## src/rtl/atualizador_atributos_if.sv

```systemverilog
// Attribute-datapath bus: activity code in, attribute values and status flags out.
// The state controller is the master side; the attribute updater is the slave.
interface atualizador_atributos_if;
  logic [3:0] estado;
  logic [7:0] fome;
  logic [7:0] felicidade;
  logic [7:0] sono;
  logic [2:0] alerta;
  logic       morto;
  logic       tick;

  modport master (
    output estado,
    input  fome, felicidade, sono, alerta, morto, tick
  );

  modport slave (
    input  estado,
    output fome, felicidade, sono, alerta, morto, tick
  );
endinterface

```

## src/rtl/atualizador_atributos.sv

```systemverilog
// Pet attribute updater: owns the fome/felicidade/sono registers and changes them once
// per prescaled game tick according to the current activity. Uses saturating 9-bit
// arithmetic, raises per-attribute low alerts and latches a sticky death flag.
module atualizador_atributos #(
  parameter int unsigned TICK_DIV = 50_000_000,
  parameter logic [7:0]  INIT_VAL = 8'd200,
  parameter logic [7:0]  DEC      = 8'd1,
  parameter logic [7:0]  GAIN     = 8'd4,
  parameter logic [7:0]  LOW_THR  = 8'd32
) (
  input logic                     clk,
  input logic                     rst,
  atualizador_atributos_if.slave  bus
);

  typedef enum logic [3:0] {
    IDLE       = 4'b0000,
    DORMINDO   = 4'b0001,
    COMENDO    = 4'b0010,
    DANDO_AULA = 4'b0100,
    MORTO      = 4'b1000
  } estado_t;

  localparam int         CNT_W = (TICK_DIV > 1) ? $clog2(TICK_DIV) : 1;
  localparam logic [7:0] DEC2  = 8'(2 * DEC);

  // Sum clamped to 255 instead of wrapping.
  function automatic logic [7:0] sat_add(input logic [7:0] a, input logic [7:0] b);
    logic [8:0] s;
    s = {1'b0, a} + {1'b0, b};
    return s[8] ? 8'hFF : s[7:0];
  endfunction

  // Difference clamped to 0 instead of wrapping; bit 8 is the borrow.
  function automatic logic [7:0] sat_sub(input logic [7:0] a, input logic [7:0] b);
    logic [8:0] d;
    d = {1'b0, a} - {1'b0, b};
    return d[8] ? 8'h00 : d[7:0];
  endfunction

  logic [CNT_W-1:0] cnt;
  logic             wrap;
  logic             tick_q;

  logic [7:0] fome_q, felicidade_q, sono_q;
  logic [7:0] fome_n, felicidade_n, sono_n;
  logic [2:0] alerta_q, alerta_n;
  logic       morto_q, morto_n;

  // The wrap edge of the prescaler is the only edge on which attributes move.
  assign wrap = (cnt == CNT_W'(TICK_DIV - 1));

  // Prescaler counting 0..TICK_DIV-1; tick is high for the cycle after each wrap.
  // NOTE: clocked state uses non-blocking assignments so every register samples
  // pre-edge values, independent of statement order.
  always_ff @(posedge clk or posedge rst) begin
    if (rst) begin
      cnt    <= '0;
      tick_q <= 1'b0;
    end else begin
      cnt    <= wrap ? '0 : cnt + 1'b1;
      tick_q <= wrap;
    end
  end

  // Candidate next attribute values for the activity presented on this edge.
  // NOTE: every output of this block gets a default first, so no path leaves a
  // value unassigned and no latch is inferred.
  always_comb begin
    fome_n       = fome_q;
    felicidade_n = felicidade_q;
    sono_n       = sono_q;
    case (bus.estado)
      IDLE: begin
        fome_n       = sat_sub(fome_q, DEC);
        felicidade_n = sat_sub(felicidade_q, DEC);
        sono_n       = sat_sub(sono_q, DEC);
      end
      COMENDO: begin
        fome_n       = sat_add(fome_q, GAIN);
        felicidade_n = sat_sub(felicidade_q, DEC);
        sono_n       = sat_sub(sono_q, DEC);
      end
      DORMINDO: begin
        fome_n       = sat_sub(fome_q, DEC);
        sono_n       = sat_add(sono_q, GAIN);
      end
      DANDO_AULA: begin
        fome_n       = sat_sub(fome_q, DEC2);
        felicidade_n = sat_add(felicidade_q, GAIN);
        sono_n       = sat_sub(sono_q, DEC2);
      end
      default: ; // MORTO and every illegal code hold all attributes
    endcase
    morto_n  = (fome_n == 8'd0) || (felicidade_n == 8'd0) || (sono_n == 8'd0);
    alerta_n = {sono_n < LOW_THR, felicidade_n < LOW_THR, fome_n < LOW_THR};
  end

  // Attribute, alert and death registers; frozen once the pet has died.
  always_ff @(posedge clk or posedge rst) begin
    if (rst) begin
      fome_q       <= INIT_VAL;
      felicidade_q <= INIT_VAL;
      sono_q       <= INIT_VAL;
      alerta_q     <= {3{INIT_VAL < LOW_THR}};
      morto_q      <= 1'b0;
    end else if (wrap && !morto_q) begin
      fome_q       <= fome_n;
      felicidade_q <= felicidade_n;
      sono_q       <= sono_n;
      alerta_q     <= alerta_n;
      morto_q      <= morto_n;
    end
  end

  assign bus.fome       = fome_q;
  assign bus.felicidade = felicidade_q;
  assign bus.sono       = sono_q;
  assign bus.alerta     = alerta_q;
  assign bus.morto      = morto_q;
  assign bus.tick       = tick_q;

endmodule

```

## src/flat_wrapper.sv

```systemverilog
// flat-port wrapper written by rule: the top's interface ports become plain ports
module atualizador_atributos_flat 
#(
  parameter int unsigned TICK_DIV = 50_000_000,
  parameter logic [7:0]  INIT_VAL = 8'd200,
  parameter logic [7:0]  DEC      = 8'd1,
  parameter logic [7:0]  GAIN     = 8'd4,
  parameter logic [7:0]  LOW_THR  = 8'd32
)
  (clk, rst, bus_estado, bus_fome, bus_felicidade, bus_sono, bus_alerta, bus_morto, bus_tick);
  atualizador_atributos_if bus_i ();
  input logic clk;
  input logic rst;
  input wire logic [$bits(bus_i.estado)-1:0] bus_estado;
  output wire logic [$bits(bus_i.fome)-1:0] bus_fome;
  output wire logic [$bits(bus_i.felicidade)-1:0] bus_felicidade;
  output wire logic [$bits(bus_i.sono)-1:0] bus_sono;
  output wire logic [$bits(bus_i.alerta)-1:0] bus_alerta;
  output wire logic [$bits(bus_i.morto)-1:0] bus_morto;
  output wire logic [$bits(bus_i.tick)-1:0] bus_tick;
  assign bus_i.estado = bus_estado;
  assign bus_fome = bus_i.fome;
  assign bus_felicidade = bus_i.felicidade;
  assign bus_sono = bus_i.sono;
  assign bus_alerta = bus_i.alerta;
  assign bus_morto = bus_i.morto;
  assign bus_tick = bus_i.tick;
  atualizador_atributos #(.TICK_DIV(TICK_DIV), .INIT_VAL(INIT_VAL), .DEC(DEC), .GAIN(GAIN), .LOW_THR(LOW_THR)) u_core (.clk(clk), .rst(rst), .bus(bus_i));
endmodule
```

## config.mk

```make
export PLATFORM = sky130hd
export DESIGN_NAME = atualizador_atributos_flat
export DESIGN_NICKNAME = d
export VERILOG_FILES = /design/src/rtl/atualizador_atributos_if.sv /design/src/rtl/atualizador_atributos.sv /design/src/flat_wrapper.sv
export SDC_FILE = /design/constraint.sdc
export NUM_CORES = 1
export LEC_CHECK = 0
export ABC_AREA = 1
export CORE_UTILIZATION = 55
export DETAILED_ROUTE_END_ITERATION = 8
export DONT_BUFFER_PORTS = 1
export GPL_TIMING_DRIVEN = 0
export PLACE_DENSITY = 0.77
export SYNTH_ARGS = -nofsm -noshare
export SYNTH_HDL_FRONTEND = slang
export SYNTH_SLANG_ARGS = --single-unit
```

## constraint.sdc

```tcl
create_clock -name clk -period 2.35 [get_ports clk]
set_input_delay 0.705 -clock clk [delete_from_list [all_inputs] [get_ports clk]]
set_output_delay 0.705 -clock clk [all_outputs]
set_load 0.02 [all_outputs]
```

==> flow_metrics.env, run 1 <==
export IMPL_status="completed"
export IMPL_clk_insertion_delay_late_ps=320
export IMPL_synthTopCellsByCount="nand2_1, nor2_1, inv_1"
export IMPL_filler_cells=711
export IMPL_share_of_synthesized_area_occupied_by_flip_flops_and_latches_pct=30.6
export IMPL_netlist_area_um2=4530
export IMPL_min_period_ps=2340
export IMPL_clk_pin_slew_worst_paths_ps=100
export IMPL_final_setup_skew_ps=5.24
export IMPL_timing_hold_worst_class="input port to async pin"
export IMPL_timing_critical_path_mode_cell="nand2_1"
export IMPL_synth_compound_area_share_pct=6.60
export IMPL_routed_length_per_placed_instance_um=14.2
export IMPL_route_detailed_vias_per_inst=5.62
export IMPL_dpl_hpwl_mm=8.52
export IMPL_route_detailed_drc=0
export IMPL_maxSlewViolCount=0
export IMPL_p_per_area_nw_per_um2=343
export IMPL_gp_congestion=0.915
export IMPL_drv_max_cap_violation_count=0
export IMPL_grt_total_usage_pct=28.1
export IMPL_cp_slowest_stage_delay_ps=630
export IMPL_drive_above_1_share_pct=16.3
export IMPL_antenna_cells=0
export IMPL_critPathTopFamily="simple AND/OR/NAND/NOR gates"
export IMPL_start_kind="flip-flop"
export IMPL_floorplan_io_pins=35
export IMPL_worst_path_max_fanout=7
export IMPL_die_height_um=92.7
export IMPL_grt_met2_usage_pct=46.0
export IMPL_post_synth_fa_ha_maj_area_fraction_pct=4.42
export IMPL_tightest_slew_ps=536
export IMPL_worst_setup_path_end_kind="flip-flop"
export IMPL_yosys_area_share_xor_xnor_pct=4.45
export IMPL_multi_input_comb_area_um2=2910
export IMPL_grt_util_met3_pct=3.53
export IMPL_synth_simple_area_share_pct=44.2
export IMPL_synth_area_leaders="dfrtp_1, nand2_1, nor2_1"
export IMPL_critPathRequiredTime_ps=2610
export IMPL_first_pass_iters=5
export IMPL_final_period_utilization_pct=99.4
export IMPL_synthFlopType="dfrtp_1"
export IMPL_grt_busiest_layer="met2"
export IMPL_syn2layout_area_growth_pct=12.6
export IMPL_drt_first_iter_violations=286
export IMPL_vdd_ir_drop_max_mv=0.416
export IMPL_maximum_frequency_from_static_timing_analysis_mhz=428
export IMPL_largest_family_of_logic_cells_by_synthesized_area="simple AND/OR/NAND/NOR gates"
export IMPL_grt_remaining_overflow=0
export IMPL_numPlacedInstances=811
export IMPL_slew_headroom_pct=64.1
export IMPL_antenna_found_initial=0
export IMPL_synth_area_mux_share_pct=0
export IMPL_post_synth_inst_count=708
export IMPL_holdWs_ps=262
export IMPL_cp_arrival_ps=2600
export IMPL_cts_hold_repair_buffers=0
export IMPL_postLayoutCellArea_um2=5100
export IMPL_via_count_of_the_first_global_routing_pass=4221
export IMPL_instances_no_fill=827
export IMPL_setup_violations_final=0
export IMPL_port_buffers=0
export IMPL_tritoncts_num_sinks=55
export IMPL_synthMostInstantiatedCell="nand2_1"
export IMPL_fp_dieW_um=92.7
export IMPL_yosys_warnings=0
export IMPL_hold_viol=0
export IMPL_grt_setup_unrepaired="yes"
export IMPL_clockRootBuffer="clkbuf_8"
export IMPL_critical_path_slowest_cell="dfstp_2"
export IMPL_number_of_flops_mapped_to_enable_cells_by_yosys=0
export IMPL_dr_total_vias=4650
export IMPL_fp_row_count=32
export IMPL_design_die_area_um2=8600
export IMPL_regArea_um2=1400
export IMPL_static_leakage_power_uw=0.00253
export IMPL_layout_nets=746
export IMPL_grt_util_met1_pct=38.9
export IMPL_synth_cell_type_count=33
export IMPL_timing_worst_setup_path_type="flip-flop to flip-flop"
export IMPL_chain_of_cells_forming_the_critical_path="buf_6 -> clkinvlp_4 -> ha_4 -> nand2_4 -> nand2_4 -> nor2_4 -> nor2_4 -> nand2_1 -> nand3_1 -> nor2_2 -> nand2_1 -> nor2_1 -> nand2_1 -> nand3_1 -> nand2_1 -> nand2_1"
export IMPL_grt_start_max_net_pins=37
export IMPL_tritoncts_clock_tree="yes"
export IMPL_post_dp_cell_area_um2=4680
export IMPL_ys_ff_latch=55
export IMPL_h_tree_depth=2
export IMPL_cts_inserted_buffers=5
export IMPL_ys_async_sr_fraction_pct=100
export IMPL_critical_path_n_buffers_inverters=2
export IMPL_synth_largest_area_cell="dfrtp_1"
export IMPL_postSynthAreaPerCell_um2=6.40
export IMPL_synth_net_count=730
export IMPL_postRouteWirelength_mm=11.7
export IMPL_share_of_the_synthesized_area_in_the_top_cell_type_pct=25.4
export IMPL_core_um2=7850
export IMPL_detail_route_antenna_nets=0
export IMPL_max_root_sink_buffers=2
export IMPL_start_util_pct=57.7
export IMPL_wire_length_of_the_first_global_routing_pass_mm=19.5
==> logic make-up after synthesis <==
kind of cell    after synthesis
fa+ha+maj                    16
xor+xnor                     23
compound gates               57
flops                        55
buf+inv                     105
simple gates                452
==> path summary, 6_finish.rpt <==
path / from / end / slack, ps / cells past startpoint
max: u_core.bus.fome[3]$_DFFE_PP1P_ / u_core.bus.morto$_DFFE_PP0P_ / 10 / 16
min: rst / u_core.cnt[13]$_DFF_PP0_ / 260 / 1
max reg2reg: u_core.bus.fome[3]$_DFFE_PP1P_ / u_core.bus.morto$_DFFE_PP0P_ / 10 / 16
min reg2reg: u_core.cnt[0]$_DFF_PP0_ / u_core.cnt[0]$_DFF_PP0_ / 500 / 1
max in group asynchronous: rst / u_core.bus.fome[3]$_DFFE_PP1P_ / 1490 / 2
min in group clk: u_core.cnt[0]$_DFF_PP0_ / u_core.cnt[0]$_DFF_PP0_ / 500 / 1
==> cell usage in the layout (no fill, tap or decap), types with 2 or more instances in the layout <==
| master | n |
|---|---|
| nand2_1 | 214 |
| nor2_1 | 77 |
| inv_1 | 74 |
| nand3_1 | 63 |
| dfrtp_1 | 39 |
| nand4_1 | 30 |
| o21ai_1 | 21 |
| xor2_1 | 20 |
| o21ai_0 | 15 |
| nor2_2 | 14 |
| nor2_4 | 13 |
| buf_4 | 13 |
| a21oi_1 | 13 |
| ha_1 | 11 |
| buf_2 | 10 |
| nor3_1 | 10 |
| dfstp_2 | 9 |
| nand2_2 | 8 |
| dfrtp_2 | 7 |
| inv_2 | 6 |
| nand3_2 | 6 |
| nor4_1 | 6 |
| clkbuf_8 | 6 |
| buf_6 | 4 |
| nand2_4 | 4 |
| xnor2_1 | 3 |
| nor3_2 | 3 |
| a31oi_1 | 3 |
| ha_4 | 3 |
| clkbuf_4 | 2 |
| o211ai_1 | 2 |
| nor4_4 | 2 |
| ha_2 | 2 |
==> per-stage QoR <==
step / worst slack (ps) / setup TNS, ps / util (%) / total power (uW)
global placement: -392 / -13320 / 59.3 / 1080
CTS: 5.33 / 0 / 62.1 / 1760
floorplan: 157 / 0 / - / 1050
detailed placement: -407 / -1140 / 59.6 / 1090
global route: -106 / -156 / 65.0 / 1820
finish: 14.9 / 0 / 65.0 / 1750
==> per-layer routing <==
layer	wire (um)	share of wire (%)
met1	5250	45
met2	5630	48
met3	693	5.9
met4	145	1.2
met5	0	0
==> where the power goes <==
part	switching, uW	total, uW	internal (uW)
logic	102	144	42.2
registers	0	946	946
clock network	314	659	345
==> worst reg2reg max path, cell delays in order (launching register included) <==
cell and delay [ps]:
dfstp_2 630, buf_6 140, clkinvlp_4 140, ha_4 230, nand2_4 80, nand2_4 70
nor2_4 130, nor2_4 80, nand2_1 80, nand3_1 90, nor2_2 160, nand2_1 70
nor2_1 110, nand2_1 80, nand3_1 70, nand2_1 50, nand2_1 50
==> sequential cells by signal, summed over array words and instances (netlist names) <==
register and cells:
u_core.bus.fome 8, u_core.bus.sono 8, u_core.bus.alerta 3, u_core.cnt 26, u_core.bus.morto 1, u_core.bus.tick 1, u_core.bus.felicidade 8
==> what timing repair did <==
action                                  4_1_cts  5_1_grt
hold endpoints to repair                      0        0
buffers inserted                              2        8
pin swaps                                     3       16
endpoints found under the setup margin       14        4
resized for setup                            24       48
==> final cells by class <==
cell class | count | share of cell area, %
timing repair buffer | 11 | 1.87
buffer | 20 | 2.67
inverter | 83 | 6.23
sequential | 55 | 27.4
clock inverter | 2 | 0.687
multi-input combinational | 548 | 57.0
tap | 102 | 2.50
clock buffer | 6 | 1.62
Note: power is estimated with default switching activity, not from simulation.
==> inputs of run 2 (changes only) <==
--- a/config.mk
+++ b/config.mk
@@ -6,6 +6,7 @@
 export NUM_CORES = 1
 export LEC_CHECK = 0
 export ABC_AREA = 1
+export CORE_ASPECT_RATIO = 0.7
 export CORE_UTILIZATION = 55
 export DETAILED_ROUTE_END_ITERATION = 8
 export DONT_BUFFER_PORTS = 1
==> flow_metrics.env, run 2 (synthesis gave the netlist of run 1 again) <==
export IMPL_status="completed"
export IMPL_vdd_ir_drop_max_mv=0.282
export IMPL_h_tree_depth=2
export IMPL_max_root_sink_buffers=2
export IMPL_grt_remaining_overflow=0
export IMPL_routed_length_per_placed_instance_um=15.1
export IMPL_holdWs_ps=347
export IMPL_critPathRequiredTime_ps=2580
export IMPL_core_um2=7910
export IMPL_tritoncts_num_sinks=55
export IMPL_via_count_of_the_first_global_routing_pass=4234
export IMPL_cts_inserted_buffers=5
export IMPL_final_period_utilization_pct=98.4
export IMPL_slew_headroom_pct=59.7
export IMPL_fin_tns_setup_ps=0
export IMPL_numPlacedInstances=810
export IMPL_wire_length_of_the_first_global_routing_pass_mm=20.1
export IMPL_design_die_area_um2=8610
export IMPL_die_height_um=77.9
export IMPL_port_buffers=0
export IMPL_regMostFlops="u_core.cnt"
export IMPL_detail_route_antenna_nets=0
export IMPL_timing_hold_worst_class="input port to async pin"
export IMPL_worst_setup_path_end_kind="flip-flop"
export IMPL_postRouteWirelength_mm=12.4
export IMPL_setup_violations_final=0
export IMPL_mostFrequentLayoutCells="nand2_1, nor2_1, inv_1"
export IMPL_route_detailed_vias_per_inst=5.75
export IMPL_grt_start_max_net_pins=29
export IMPL_dpl_hpwl_mm=8.95
export IMPL_clk_pin_slew_worst_paths_ps=70
export IMPL_hold_viol=0
export IMPL_largest_register_ffs=26
export IMPL_fp_dieW_um=110
export IMPL_maxSlewViolCount=0
export IMPL_gp_congestion=0.903
export IMPL_drive_above_1_share_pct=17.2
export IMPL_floorplan_io_pins=35
export IMPL_min_period_ps=2310
export IMPL_start_kind="flip-flop"
export IMPL_cp_arrival_ps=2550
export IMPL_tightest_slew_ps=603
export IMPL_drv_max_cap_violation_count=0
export IMPL_final_setup_skew_ps=7.37
export IMPL_drt_first_iter_violations=392
export IMPL_dr_total_vias=4753
export IMPL_timing_worst_setup_path_type="flip-flop to flip-flop"
export IMPL_fp_row_count=27
export IMPL_final_common_cell="nand2_1"
export IMPL_syn2layout_area_growth_pct=13.5
export IMPL_route_detailed_drc=0
export IMPL_clk_insertion_delay_late_ps=300
export IMPL_start_util_pct=57.3
export IMPL_antenna_cells=0
export IMPL_p_per_area_nw_per_um2=358
export IMPL_tritoncts_clock_tree="yes"
export IMPL_static_leakage_power_uw=0.00255
export IMPL_maximum_frequency_from_static_timing_analysis_mhz=432
export IMPL_instances_no_fill=827
export IMPL_layout_nets=747
export IMPL_first_pass_iters=6
export IMPL_grt_total_usage_pct=28.3
export IMPL_clockRootBuffer="clkbuf_16"
export IMPL_worst_path_max_fanout=7
export IMPL_antenna_found_initial=0
## run 2: cell count changes in the layout (fill, tap and decap cells not counted), moves of 2 or more
cell and change:
clkbuf_8 -6, clkbuf_16 +5, nor2_2 +5, nand2_1 -3
nand2_2 +3, nor2_4 -3, buf_4 +2, clkbuf_4 -2
nor2_1 -2
## run 2: report_power, final
part           switching (uW)  total [uW]  internal (uW)
sequential                  0         946            946
combinational             101         145           43.9
clock                     355         751            396
total                     456        1840           1390
## run 2: repair_timing
item,4_1_cts,5_1_grt
buffers inserted,2,9
resized for setup,24,58
pin swaps,3,25
hold buffers,0,0
cloned,0,0
setup endpoints to repair,14,3
## run 2: area by class of cell
class | count | area, um^2
multi-input cells | 548 | 2910
clock buffers | 5 | 125
plain buffers | 20 | 143
flip-flops and latches | 55 | 1400
well taps | 101 | 126
fillers | 736 | 2770
inverters | 83 | 318
repair buffers | 12 | 100
clock inverters | 3 | 18.8
## run 2: critical path, cell delays in order, from the launching register on
cell        delay [ps]
dfstp_2            640
buf_6              140
clkinvlp_4         130
ha_4               220
nand2_4             70
nand2_4             70
nor2_4             130
nor2_4              80
nand2_2             80
nand3_2             70
nor2_2             160
nand2_2             80
nor2_4             120
nand2_2             70
nand3_2             70
nand2_1             50
nand2_1             50
## run 2: stage by stage
| step | area (um^2) | utilization (%) | setup slack [ps] | power [uW] |
|---|---|---|---|---|
| after floorplan | 4530 | - | 157 | 1050 |
| after global placement | 4650 | 58.9 | -371 | 1080 |
| after detailed placement | 4670 | 59.1 | -443 | 1090 |
| after CTS | 4880 | 61.8 | 6.42 | 1820 |
| after global routing | 5140 | 65.0 | -47.0 | 1890 |
| final | 5140 | 65.0 | 37.1 | 1840 |
## run 2: worst paths after layout
path                                                     start                              to  slack, ps  depth (start not counted)
worst min-delay path                                       rst        u_core.cnt[18]$_DFF_PP0_        350                          1
min in group clk                       u_core.cnt[0]$_DFF_PP0_         u_core.cnt[0]$_DFF_PP0_        490                          1
worst max-delay path            u_core.bus.fome[3]$_DFFE_PP1P_    u_core.bus.morto$_DFFE_PP0P_         40                         16
max in group asynchronous                                  rst  u_core.bus.sono[6]$_DFFE_PP1P_       1370                          2
worst min register to register         u_core.cnt[0]$_DFF_PP0_         u_core.cnt[0]$_DFF_PP0_        490                          1
worst max register to register  u_core.bus.fome[3]$_DFFE_PP1P_    u_core.bus.morto$_DFFE_PP0P_         40                         16
## run 2: metal layers
layer | part of all wire, % | GRT usage, % | up-vias
li1 | - | - | 2310
met1 | 46 | 40.1 | 2194
met2 | 43 | 43.9 | 223
met3 | 9.3 | 6.72 | 26
met4 | 1.7 | 6.40 | 0
met5 | 0 | 0 | -
==> inputs of run 3 (changes only) <==
--- a/config.mk
+++ b/config.mk
@@ -11,7 +11,7 @@
 export DETAILED_ROUTE_END_ITERATION = 8
 export DONT_BUFFER_PORTS = 1
 export GPL_TIMING_DRIVEN = 0
-export PLACE_DENSITY = 0.77
+export PLACE_DENSITY = 0.7
 export SYNTH_ARGS = -nofsm -noshare
 export SYNTH_HDL_FRONTEND = slang
 export SYNTH_SLANG_ARGS = --single-unit
==> flow_metrics.env, run 3 (synthesis gave the netlist of run 1 again) <==
export IMPL_final_common_cell="nand2_1"
export IMPL_start_util_pct=57.3
export IMPL_dr_total_vias=4602
export IMPL_final_setup_skew_ps=5.80
export IMPL_cts_hold_repair_buffers=0
export IMPL_dpl_hpwl_mm=9.05
export IMPL_clockRootBuffer="clkbuf_16"
export IMPL_fp_dieW_um=110
export IMPL_chain_of_cells_forming_the_critical_path="buf_6 -> inv_1 -> ha_1 -> clkbuf_4 -> nand2_1 -> nor2_1 -> nor2_2 -> nand2_1 -> nand3_1 -> nor2_4 -> nand2_1 -> nor2_1 -> nand2_1 -> nand3_1 -> nand2_1 -> nand2_1"
export IMPL_antenna_found_initial=0
export IMPL_fin_tns_setup_ps=0
export IMPL_detail_route_antenna_nets=0
export IMPL_clk_pin_slew_worst_paths_ps=70
export IMPL_critPathTopFamily="simple AND/OR/NAND/NOR gates"
export IMPL_postRouteWirelength_mm=12.0
export IMPL_min_period_ps=2310
export IMPL_cp_slowest_stage_delay_ps=620
export IMPL_tritoncts_clock_tree="yes"
export IMPL_first_pass_iters=5
export IMPL_max_root_sink_buffers=2
export IMPL_maximum_frequency_from_static_timing_analysis_mhz=432
export IMPL_drv_max_cap_violation_count=0
export IMPL_critical_path_n_buffers_inverters=3
export IMPL_port_buffers=0
export IMPL_layout_nets=742
export IMPL_antenna_cells=0
export IMPL_grt_setup_unrepaired="yes"
export IMPL_regMostFlops="u_core.cnt"
export IMPL_routed_length_per_placed_instance_um=14.6
export IMPL_via_count_of_the_first_global_routing_pass=4050
export IMPL_p_per_area_nw_per_um2=359
export IMPL_design_die_area_um2=8610
export IMPL_vdd_ir_drop_max_mv=0.370
export IMPL_core_um2=7910
export IMPL_timing_hold_worst_class="input port to async pin"
export IMPL_h_tree_depth=2
export IMPL_largest_register_ffs=26
export IMPL_timing_worst_setup_path_type="flip-flop to flip-flop"
export IMPL_setup_violations_final=0
export IMPL_start_kind="flip-flop"
export IMPL_maxSlewViolCount=0
export IMPL_grt_total_usage_pct=28.3
export IMPL_fin_total_pwr_uw=1800
export IMPL_drive_above_1_share_pct=14.1
export IMPL_drt_first_iter_violations=342
export IMPL_floorplan_io_pins=35
export IMPL_static_leakage_power_uw=0.00249
export IMPL_critPathRequiredTime_ps=2530
export IMPL_timing_critical_path_mode_cell="nand2_1"
export IMPL_gp_congestion=0.974
export IMPL_fp_row_count=27
export IMPL_critical_path_slowest_cell="dfstp_2"
export IMPL_cts_inserted_buffers=5
export IMPL_final_period_utilization_pct=98.4
export IMPL_route_detailed_vias_per_inst=5.60
export IMPL_route_detailed_drc=0
export IMPL_tritoncts_num_sinks=55
export IMPL_die_height_um=77.9
export IMPL_post_place_ws_ps=-414
export IMPL_syn2layout_area_growth_pct=10.6
export IMPL_worst_setup_path_end_kind="flip-flop"
export IMPL_holdWs_ps=306
export IMPL_cp_arrival_ps=2500
export IMPL_grt_remaining_overflow=0
export IMPL_tightest_slew_ps=549
export IMPL_layout_setup_ws_ps=36.6
export IMPL_mostFrequentLayoutCells="nand2_1, nor2_1, inv_1"
export IMPL_grt_start_max_net_pins=36
export IMPL_hold_viol=0
export IMPL_wire_length_of_the_first_global_routing_pass_mm=19.7
export IMPL_worst_path_max_fanout=9
export IMPL_status="completed"
export IMPL_slew_headroom_pct=63.2
export IMPL_clk_insertion_delay_late_ps=290
==> run 3: repair_timing <==
action	4_1_cts	5_1_grt
pin swaps	2	8
setup endpoints to repair	15	3
setup buffers	2	4
resized for setup	26	30
==> run 3: power by group <==
group / internal [uW] / switching, uW
logic: 40.3 / 95.4
registers: 947 / 0
clock network: 395 / 320
==> run 3: cell type report <==
type | instances | area, um^2
buffer | 20 | 146
fill | 753 | 2900
multi-input combinational | 548 | 2820
inverter | 83 | 319
timing repair buffer | 7 | 65.1
tap | 101 | 126
clock buffer | 7 | 133
sequential | 55 | 1400
clock inverter | 1 | 5.00
==> run 3: path summary, 6_finish.rpt <==
| kind | from | endpoint | slack, ps | cells past startpoint |
|---|---|---|---|---|
| min in group clk | u_core.cnt[0]$_DFF_PP0_ | u_core.cnt[0]$_DFF_PP0_ | 500 | 1 |
| worst min-delay path | rst | u_core.cnt[23]$_DFF_PP0_ | 310 | 1 |
| max in group asynchronous | rst | u_core.bus.sono[6]$_DFFE_PP1P_ | 1430 | 2 |
| worst min register to register | u_core.cnt[0]$_DFF_PP0_ | u_core.cnt[0]$_DFF_PP0_ | 500 | 1 |
| worst max register to register | u_core.bus.sono[3]$_DFFE_PP1P_ | u_core.bus.morto$_DFFE_PP0P_ | 40 | 16 |
| worst max-delay path | u_core.bus.sono[3]$_DFFE_PP1P_ | u_core.bus.morto$_DFFE_PP0P_ | 40 | 16 |
==> run 3: through the flow <==
stage               area (um^2)  instances  util, %
finish                     5010        822     63.4
global route               5010        822     63.4
CTS                        4900        818     62.0
detailed placement         4670        810     59.1
global placement           4650        809     58.9
floorplan                  4530        708        -
==> run 3: routing by layer <==
metal / GRT usage, % / vias up / share of wire [%]
met1: 41.0 / 2152 / 49
met5: 0 / - / 0
met4: 6.00 / 0 / 0.89
li1: - / 2297 / -
met3: 5.00 / 10 / 6.7
met2: 44.0 / 143 / 44
